### src/rtl/hazard_pkg.sv
// Shared constants for the hazard/forwarding unit: forward select encodings,
// scoreboard slot bit layout and the hard-wired zero register.
package hazard_pkg;

   localparam logic [1:0] FWD_REG = 2'd0;
   localparam logic [1:0] FWD_MEM = 2'd1;
   localparam logic [1:0] FWD_WB  = 2'd2;

   // Slot layout, LSB first: valid, regWrite, isLoad, then dest register.
   localparam int unsigned SLOT_VALID    = 0;
   localparam int unsigned SLOT_WE       = 1;
   localparam int unsigned SLOT_LD       = 2;
   localparam int unsigned SLOT_DEST_LSB = 3;
   localparam int unsigned SLOT_META_W   = 3;

   localparam int unsigned REG0 = 0;

   function automatic int unsigned slot_width(input int unsigned addr_w);
      return addr_w + SLOT_META_W;
   endfunction

endpackage

### src/rtl/hazard_slot_r1.sv
// One scoreboard entry: hold keeps the entry, bubble invalidates it, load
// captures d_i. Cleared asynchronously by active-low rst_n.
module hazard_slot_r1 #(
   parameter int unsigned W = 8
) (
   input  logic         clk,
   input  logic         rst_n,
   input  logic         load_i,
   input  logic         hold_i,
   input  logic         bubble_i,
   input  logic [W-1:0] d_i,
   output logic [W-1:0] q_o
);

   logic [W-1:0] slot_q, slot_d;

   always_comb begin
      slot_d = slot_q;
      if (hold_i)
         slot_d = slot_q;
      else if (bubble_i)
         slot_d = '0;
      else if (load_i)
         slot_d = d_i;
   end

   always_ff @(posedge clk or negedge rst_n) begin
      if (!rst_n)
         slot_q <= '0;
      else
         slot_q <= slot_d;
   end

   assign q_o = slot_q;

endmodule

### src/rtl/hazard_forward_unit_r1.sv
// Hazard detection and EX forwarding for the 5-stage MIPS pipeline, tracking
// in-flight writers in EX/MEM/WB slots. Define ID_BRANCH_FWD_EN for ID-branch forwarding.
module hazard_forward_unit_r1
   import hazard_pkg::*;
#(
   parameter int unsigned REG_ADDR_WIDTH = 5,
   parameter int unsigned RD_PORTS       = 2,
   parameter int unsigned CNT_WIDTH      = 16
) (
   input  logic                               clk,
   input  logic                               rst,
   input  logic [RD_PORTS*REG_ADDR_WIDTH-1:0] id_src,
   input  logic [RD_PORTS-1:0]                id_src_used,
   input  logic                               id_valid,
   input  logic                               id_regWrite,
   input  logic [REG_ADDR_WIDTH-1:0]          id_regToWrite,
   input  logic                               id_memRead,
   input  logic                               id_branch,
   input  logic                               id_redirect,
   input  logic                               ex_busy,
   output logic                               stall,
   output logic                               bubble_ex,
   output logic                               flush_id,
   output logic                               hold_ex,
   output logic [RD_PORTS*2-1:0]              forward_sel,
`ifdef ID_BRANCH_FWD_EN
   output logic [RD_PORTS-1:0]                id_forward_sel,
`endif
   output logic [CNT_WIDTH-1:0]               stall_count
);

   localparam int unsigned SW = slot_width(REG_ADDR_WIDTH);

   logic [SW-1:0] id_slot, ex_slot_q, mem_slot_q, wb_slot_q;
   logic [RD_PORTS*REG_ADDR_WIDTH-1:0] ex_src_q, ex_src_d;
   logic [RD_PORTS-1:0]                ex_used_q, ex_used_d;
   logic [CNT_WIDTH-1:0]               stall_cnt_q, stall_cnt_d;
   logic                               load_use, br_haz;
   logic [RD_PORTS*2-1:0]              fwd;
   logic [RD_PORTS-1:0]                id_fwd;
   logic                               unused_bits;

   function automatic logic writes(input logic [SW-1:0] s,
                                   input logic [REG_ADDR_WIDTH-1:0] r);
      return s[SLOT_VALID] && s[SLOT_WE] &&
             (s[SLOT_DEST_LSB +: REG_ADDR_WIDTH] == r) &&
             (r != REG_ADDR_WIDTH'(REG0));
   endfunction

   always_comb begin
      id_slot = '0;
      id_slot[SLOT_VALID] = id_valid;
      id_slot[SLOT_WE]    = id_regWrite;
      id_slot[SLOT_LD]    = id_memRead;
      id_slot[SLOT_DEST_LSB +: REG_ADDR_WIDTH] = id_regToWrite;
   end

   hazard_slot_r1 #(.W(SW)) u_slot_ex (
      .clk(clk), .rst_n(rst), .load_i(1'b1), .hold_i(ex_busy),
      .bubble_i(bubble_ex), .d_i(id_slot), .q_o(ex_slot_q)
   );

   hazard_slot_r1 #(.W(SW)) u_slot_mem (
      .clk(clk), .rst_n(rst), .load_i(1'b1), .hold_i(1'b0),
      .bubble_i(ex_busy), .d_i(ex_slot_q), .q_o(mem_slot_q)
   );

   hazard_slot_r1 #(.W(SW)) u_slot_wb (
      .clk(clk), .rst_n(rst), .load_i(1'b1), .hold_i(1'b0),
      .bubble_i(1'b0), .d_i(mem_slot_q), .q_o(wb_slot_q)
   );

   always_comb begin
      load_use = 1'b0;
      br_haz   = 1'b0;
      fwd      = '0;
      id_fwd   = '0;
      for (int unsigned i = 0; i < RD_PORTS; i++) begin
         if (id_src_used[i]) begin
            if (writes(ex_slot_q, id_src[i*REG_ADDR_WIDTH +: REG_ADDR_WIDTH]) &&
                ex_slot_q[SLOT_LD])
               load_use = 1'b1;
`ifdef ID_BRANCH_FWD_EN
            // MEM ALU results reach the ID comparator; only MEM loads still stall.
            if (writes(ex_slot_q, id_src[i*REG_ADDR_WIDTH +: REG_ADDR_WIDTH]) ||
                (writes(mem_slot_q, id_src[i*REG_ADDR_WIDTH +: REG_ADDR_WIDTH]) &&
                 mem_slot_q[SLOT_LD]))
               br_haz = 1'b1;
            if (writes(mem_slot_q, id_src[i*REG_ADDR_WIDTH +: REG_ADDR_WIDTH]) &&
                !mem_slot_q[SLOT_LD])
               id_fwd[i] = id_branch;
`else
            if (writes(ex_slot_q, id_src[i*REG_ADDR_WIDTH +: REG_ADDR_WIDTH]) ||
                writes(mem_slot_q, id_src[i*REG_ADDR_WIDTH +: REG_ADDR_WIDTH]))
               br_haz = 1'b1;
`endif
         end
         fwd[i*2 +: 2] = FWD_REG;
         if (ex_used_q[i]) begin
            if (writes(mem_slot_q, ex_src_q[i*REG_ADDR_WIDTH +: REG_ADDR_WIDTH]))
               fwd[i*2 +: 2] = FWD_MEM;
            else if (writes(wb_slot_q, ex_src_q[i*REG_ADDR_WIDTH +: REG_ADDR_WIDTH]))
               fwd[i*2 +: 2] = FWD_WB;
         end
      end
      br_haz = br_haz && id_branch;
   end

   assign stall       = (id_valid && (load_use || br_haz)) || ex_busy;
   assign bubble_ex   = stall && !ex_busy;
   assign hold_ex     = ex_busy;
   assign flush_id    = id_redirect && !stall;
   assign forward_sel = fwd;
`ifdef ID_BRANCH_FWD_EN
   assign id_forward_sel = id_fwd;
   assign unused_bits    = ^{wb_slot_q[SLOT_LD]};
`else
   assign unused_bits    = ^{wb_slot_q[SLOT_LD], mem_slot_q[SLOT_LD], id_fwd};
`endif

   // EX source registers follow the EX slot: hold on busy, cleared on bubble.
   always_comb begin
      ex_src_d  = ex_src_q;
      ex_used_d = ex_used_q;
      if (ex_busy) begin
         ex_src_d  = ex_src_q;
         ex_used_d = ex_used_q;
      end else if (bubble_ex) begin
         ex_used_d = '0;
      end else begin
         ex_src_d  = id_src;
         ex_used_d = id_src_used;
      end
   end

   always_comb begin
      stall_cnt_d = stall_cnt_q;
      if (stall && (stall_cnt_q != '1))
         stall_cnt_d = stall_cnt_q + CNT_WIDTH'(1);
   end

   always_ff @(posedge clk or negedge rst) begin
      if (!rst) begin
         ex_src_q    <= '0;
         ex_used_q   <= '0;
         stall_cnt_q <= '0;
      end else begin
         ex_src_q    <= ex_src_d;
         ex_used_q   <= ex_used_d;
         stall_cnt_q <= stall_cnt_d;
      end
   end

   assign stall_count = stall_cnt_q;

endmodule

### config.mk
export PLATFORM = sky130hd
export DESIGN_NAME = hazard_forward_unit_r1
export DESIGN_NICKNAME = d
export VERILOG_FILES = /design/src/rtl/hazard_pkg.sv /design/src/rtl/hazard_slot_r1.sv /design/src/rtl/hazard_forward_unit_r1.sv
export SDC_FILE = /design/constraint.sdc
export NUM_CORES = 1
export LEC_CHECK = 0
export ABC_AREA = 1
export CORE_MARGIN = 2
export CORE_UTILIZATION = 30
export CTS_BUF_LIST = sky130_fd_sc_hd__clkbuf_4 sky130_fd_sc_hd__clkbuf_8 sky130_fd_sc_hd__clkbuf_16
export CTS_CLUSTER_SIZE = 10
export DETAILED_ROUTE_END_ITERATION = 12
export PLACE_DENSITY_LB_ADDON = 0.15
export SKIP_CTS_REPAIR_TIMING = 1
export SLEW_MARGIN = 15
export SYNTH_ARGS = -nofsm -noshare
export SYNTH_HDL_FRONTEND = slang
export SYNTH_HIERARCHICAL = 1
export SYNTH_SLANG_ARGS = --single-unit
### constraint.sdc
create_clock -name clk -period 2.1 [get_ports clk]
set_input_delay 0.21 -clock clk [delete_from_list [all_inputs] [get_ports clk]]
set_output_delay 0.21 -clock clk [all_outputs]
set_load 0.01 [all_outputs]
## Yosys cells after proc, flatten, opt, wreduce, memory -nomap -nowiden

Index checks and enable logic that the tools add are counted.

| operators by class | value |
|---|---|
| $add $sub $neg | 1 |
| eq/ne operators | 9 |
| muxes and demuxes | 17 |
| bitwise logic cells | 2 |
| reduce and logical (&&, ||, !) cells | 37 |

Operator list:

| cell | number |
|---|---|
| equality test 5 bit | 8 |
| logical AND 1 bit | 26 |
| nonzero test 5 bit | 4 |
| adder 16 x 1 -> 16 bit (second input constant) | 1 |
| two-way mux 8 bit | 2 |
| != test 16 bit (second input constant) | 1 |
| two-way mux 2 bit | 7 |
| two-way mux 1 bit | 8 |
| logical OR 1 bit | 4 |
| logical NOT 1 bit | 2 |
| NOT 1 bit | 2 |
| AND reduction 2 bit | 1 |

| word-level totals | value |
|---|---|
| register bits | 52 |
| input port bits | 25 |

## Depth between registers and ports, before layout

| depth | value |
|---|---|
| word-level depth | 15 |
| gate-level depth with buffers | 16 |
| gate-level depth less buffers | 15 |

## Modules after synthesis

Netlist, hierarchy kept.

Modules (own cells, without submodules):

| module | times used | cells an instance | area an instance (um^2) | sequential area each (um^2) |
|---|---|---|---|---|
| hazard_forward_unit_r1 | 1 | 334 | 2,199.6 | 700.7 |
| hazard_slot_r1 | 3 | 36 | 345.3 | 200.2 |

## Worst setup path before layout

OpenSTA, ideal clock, no wires.

| timing | value |
|---|---|
| path kind | flip-flop to flip-flop |
| start | reg u_slot_mem.slot_q[5] (netlist: u_slot_mem/q_o[5]) |
| end | reg u_slot_ex.slot_q[0] (netlist: u_slot_ex/q_o[0]) |
| library setup time | 0.117 ns |
| data arrival time | 1.620 ns |
| required time | 1.983 ns |
| path slack | 0.363 ns |
| cell stages (with the launch flop) | 15 |
| buffers on the path | 0 |
| period minus slack after synthesis | 1.737 ns |
| cells stage by stage | dfrtp_1 > inv_1 > nand2_1 > nand2_1 > nand2_1 > nor2_1 > nand2_1 > nand2_1 > nand2_1 > nand2_1 > nand2_2 > nor2_1 > inv_2 > nand4_1 > nand2_1 |

| on the way | value |
|---|---|
| word-level cells in the longest chain between the ends | 14 |

Ends and longest elaborated chain:

| element | line | text |
|---|---|---|
| start, declared | hazard_slot_r1.sv:15 | `logic [W-1:0] slot_q, slot_d;` |
| start signal, assigned | hazard_slot_r1.sv:31 | `slot_q <= slot_d;` |
| equality test 5 bit | hazard_forward_unit_r1.sv:46 | `(s[SLOT_DEST_LSB +: REG_ADDR_WIDTH] == r) &&` |
| logical AND 1 bit | hazard_forward_unit_r1.sv:45 | `return s[SLOT_VALID] && s[SLOT_WE] &&` |
| logical AND 1 bit | hazard_forward_unit_r1.sv:46 |  |
| logical OR 1 bit | hazard_forward_unit_r1.sv:93 | `if (writes(ex_slot_q, id_src[i*REG_ADDR_WIDTH +: REG_ADDR_WIDTH]) \|\|` |
| two-way mux 1 bit | hazard_forward_unit_r1.sv:93 |  |
| two-way mux 1 bit | hazard_forward_unit_r1.sv:79 | `if (id_src_used[i]) begin` |
| two-way mux 1 bit | hazard_forward_unit_r1.sv:93 |  |
| two-way mux 1 bit (*) | hazard_forward_unit_r1.sv:79 |  |
| logical AND 1 bit (*) | hazard_forward_unit_r1.sv:106 | `br_haz = br_haz && id_branch;` |
| logical OR 1 bit (*) | hazard_forward_unit_r1.sv:109 | `assign stall = (id_valid && (load_use \|\| br_haz)) \|\| ex_busy;` |
| logical AND 1 bit (*) | hazard_forward_unit_r1.sv:109 |  |
| logical OR 1 bit (*) | hazard_forward_unit_r1.sv:109 |  |
| logical AND 1 bit (*) | hazard_forward_unit_r1.sv:110 | `assign bubble_ex = stall && !ex_busy;` |
| net bubble_ex | hazard_forward_unit_r1.sv:22 | `output logic bubble_ex,` |
| two-way mux 8 bit (*) | hazard_slot_r1.sv:21 | `else if (bubble_i)` |
| end signal, assigned | hazard_slot_r1.sv:31 |  |
| end, declared | hazard_slot_r1.sv:15 |  |

The timed path passes the listed nets; every way through them passes the cells marked *.
A chain may end at the register's enable or synchronous reset.

## Worst setup path after layout

| timing | value |
|---|---|
| start | reg u_slot_mem.slot_q[7] (netlist: u_slot_mem/q_o[7]) |
| end | out bubble_ex |

| on the way | value |
|---|---|
| word-level cells in the longest chain between the ends | 13 |

Ends and longest elaborated chain:

| element | line |
|---|---|
| equality test 5 bit | hazard_forward_unit_r1.sv:46 |
| logical AND 1 bit | hazard_forward_unit_r1.sv:45 |
| logical AND 1 bit | hazard_forward_unit_r1.sv:46 |
| logical OR 1 bit | hazard_forward_unit_r1.sv:93 |
| two-way mux 1 bit | hazard_forward_unit_r1.sv:93 |
| two-way mux 1 bit | hazard_forward_unit_r1.sv:79 |
| two-way mux 1 bit | hazard_forward_unit_r1.sv:93 |
| two-way mux 1 bit (*) | hazard_forward_unit_r1.sv:79 |
| logical AND 1 bit (*) | hazard_forward_unit_r1.sv:106 |
| logical OR 1 bit (*) | hazard_forward_unit_r1.sv:109 |
| logical AND 1 bit (*) | hazard_forward_unit_r1.sv:109 |
| logical OR 1 bit (*) | hazard_forward_unit_r1.sv:109 |
| logical AND 1 bit (*) | hazard_forward_unit_r1.sv:110 |
| end, declared | hazard_forward_unit_r1.sv:22 |

Every way passes the cells marked *; elsewhere a longest branch is shown, timed or not.

==> flow_metrics.py <==
metrics = {
    "outcome": {
        "run_status": "complete, no violations",
    },
    "worst_setup_path": {
        "category_of_the_worst_setup_path_launch_point": "register",
        "worstRegToRegCells": 16,
        "reg2reg_slack_ps": 220,
        "regToRegStartpoint": "u_slot_mem/q_o[7]$_DFFE_PN0P_",
        "rr_endpoint": "stall_count[15]$_DFFE_PN0P_",
        "timing_worst_setup_path_type": "reg2out",
        "critical_path_peak_fanout": 3,
        "worst_ep_required_time_ps": 1890,
        "cp_data_arrival_time_ps": 1810,
        "worstSetupEndpointType": "output port",
    },
    "hold_path": {
        "min_delay_worst_endpoint": "ex_src_q[8]$_DFFE_PN0P_",
        "hold_class": "in2reg",
        "whs_path_depth": 3,
        "holdCritStartpoint": "id_src[8]",
    },
    "sta": {
        "maxClockFrequency_mhz": 495,
        "post-route-worst-setup-slack_ps": 79.0,
        "timing.final.crit_period_ps": 2020,
        "final_count_of_pins_violating_max_slew": 0,
        "rsz0062_at_grt": "yes",
        "hold-worst-slack_ps": 329,
        "finalHoldViolCount": 0,
        "finalClockSkew_ps": 7.48,
        "setup-violations-final": 0,
        "timing.final.crit_share_pct": 96.2,
        "totalNegativeSetupSlack_ps": 0,
    },
    "routing": {
        "postRouteAntennaNets": 0,
        "routedWlPerCell_um": 13.0,
        "drtIter0Drc": 144,
        "drt-vias-per-instance": 4.55,
        "route.vias.total": 3038,
        "drt_drc_violations_left": 0,
        "route.final.wire_length_mm": 8.71,
        "drt_pre_antenna_iters": 4,
    },
    "synth": {
        "mappedNetlistArea_mm2": 0.00316,
        "post_synth.cell_area_avg_um2": 7.28,
        "syn_inst": 434,
        "yosysWarnings": 6,
    },
    "placed_design": {
        "place_area_mm2": 0.00406,
        "gp_congestion": 0.835,
        "place_ws_ps": -303,
        "placedCellCount": 656,
        "detailed_place_hpwl_mm": 7.01,
        "port-buffer-count": 48,
    },
    "floorplan": {
        "die_width_um": 107,
        "start_util_pct": 30.7,
        "die_height_um": 107,
        "design.die.area_mm2": 0.0114,
        "std_cell_rows": 37,
        "core_area_mm2": 0.0103,
        "num_io_pins": 49,
    },
    "global_routing": {
        "groute.layer.met1.usage_pct": 23.3,
        "groute.layer.met3.usage_pct": 2.55,
        "antenna_violations_before_repair": 0,
        "global_route.usage.total_pct": 15.9,
        "groute.layer.met2.usage_pct": 25.0,
        "grt-ovfl-total": 0,
        "grt-busiest-layer": "met2",
        "grt_max_degree": 21,
        "grt_pass1_vias": 2912,
        "grt_pass1_wl_mm": 14.5,
    },
    "cts": {
        "cts.clk_slew.worst_paths_ps": 90,
        "cts_tree": "done",
        "clock_sink_count": 50,
        "ctsHtreeMaxLevel": 2,
        "cts_buffer_depth": 2,
        "cts_inserted_buffers": 5,
        "root_buffer_selected_by_cts": "clkbuf_8",
        "worstSkewPairLatency_ps": 300,
    },
    "power": {
        "power.combinational.fraction_pct": 26.7,
        "post-layout-total-power_mw": 2.44,
        "power_share_of_the_clock_group_pct": 24.4,
        "p_int_mw": 1.66,
        "netSwitchingPower_uw": 786,
        "p_seq_share_pct": 48.9,
        "leakage_nw": 2.19,
        "max-vdd-ir-drop_mv": 0.323,
        "p_per_cell_area_mw_per_mm2": 577,
        "netSwitchingFraction_pct": 32.2,
    },
    "finish": {
        "final_layout_size_suffix_gt1_share_pct": 18.4,
        "layout.nets": 557,
        "final-seq-area_mm2": 0.00126,
        "area_delta_synth_final_pct": 34.1,
        "nFillCells": 1141,
        "fin_cells": 668,
        "final_area_mm2": 0.00423,
        "diodes": 0,
        "final_util_pct": 41.2,
        "multi_input_comb_area_mm2": 0.00169,
    },
    "run": {
        "maxCapViolCount": 0,
    },
}
sequential cells by signal (all words and copies together) (netlist names):
name,cells
ex_src_q,10
stall_count,16
ex_used_q,2
u_slot_mem/q_o,7
u_slot_ex/q_o,8
u_slot_wb/q_o,7
worst max-delay path: stages (launching register included):
cell and delay [ps]:
dfrtp_1 390, buf_4 150, inv_2 70, nand2_1 50, nand2_1 50, nand2_1 50, nor2_1 90, nand2_1 60
nand2_1 60, nand2_1 60, nand2_2 70, nand2_2 70, nor2_2 100, buf_6 120, clkbuf_2 120
power by group through the flow:
stage	Combinational (mW)	Clock, mW	Sequential, mW
after floorplan	0.322	0	1.20
after global placement	0.631	0	1.21
after detailed placement	0.636	0	1.21
after CTS	0.637	0.632	1.19
after global routing	0.728	0.666	1.22
final	0.651	0.596	1.20
how the worst max path moves through the flow:
stage                                  start                            to  slack (ps)
2_1_floorplan  u_slot_mem/q_o[5]$_DFFE_PN0P_  u_slot_ex/q_o[0]$_DFFE_PN0P_         360
3_3_place_gp                       id_src[8]                     bubble_ex        -340
3_5_place_dp                       id_src[8]                     bubble_ex        -300
4_1_cts        u_slot_mem/q_o[3]$_DFFE_PN0P_                     bubble_ex        -370
5_1_grt        u_slot_mem/q_o[7]$_DFFE_PN0P_                     bubble_ex         -50
6_report       u_slot_mem/q_o[7]$_DFFE_PN0P_                     bubble_ex          80
routing by layer:
layer  vias up  share of wire, %  wire length (um)
met5         -                 0                 0
met4         0              0.72                63
met3         4               5.8               508
met2        65                44              3830
met1      1395                49              4300
li1       1574                 -                 -
cell type report:
cell class / instances / area share (%)
clock buffer: 6 / 1.95
clock inverter: 2 / 0.296
timing repair buffer: 95 / 19.8
tap: 136 / 4.02
multi-input combinational: 330 / 39.9
sequential: 50 / 29.8
inverter: 49 / 4.34
placed cells by master (no fill, tap or decap), drive strengths merged:
cell	count
inv	47
nand2	174
o21ai	15
o2111ai	1
nand3	29
a221oi	1
nand4	25
clkinvlp	1
a21oi	5
ha	1
o22ai	2
a211o	1
conb	7
xor2	16
dlygate4sd3	1
dlymetal6s2s	7
o211a	1
nor3	8
buf	47
clkdlybuf4s50	37
or2	1
xnor2	13
clkinv	3
nor2	25
nor4	5
clkbuf	9
dfrtp	50
Note: power is estimated with default switching activity, not from simulation.
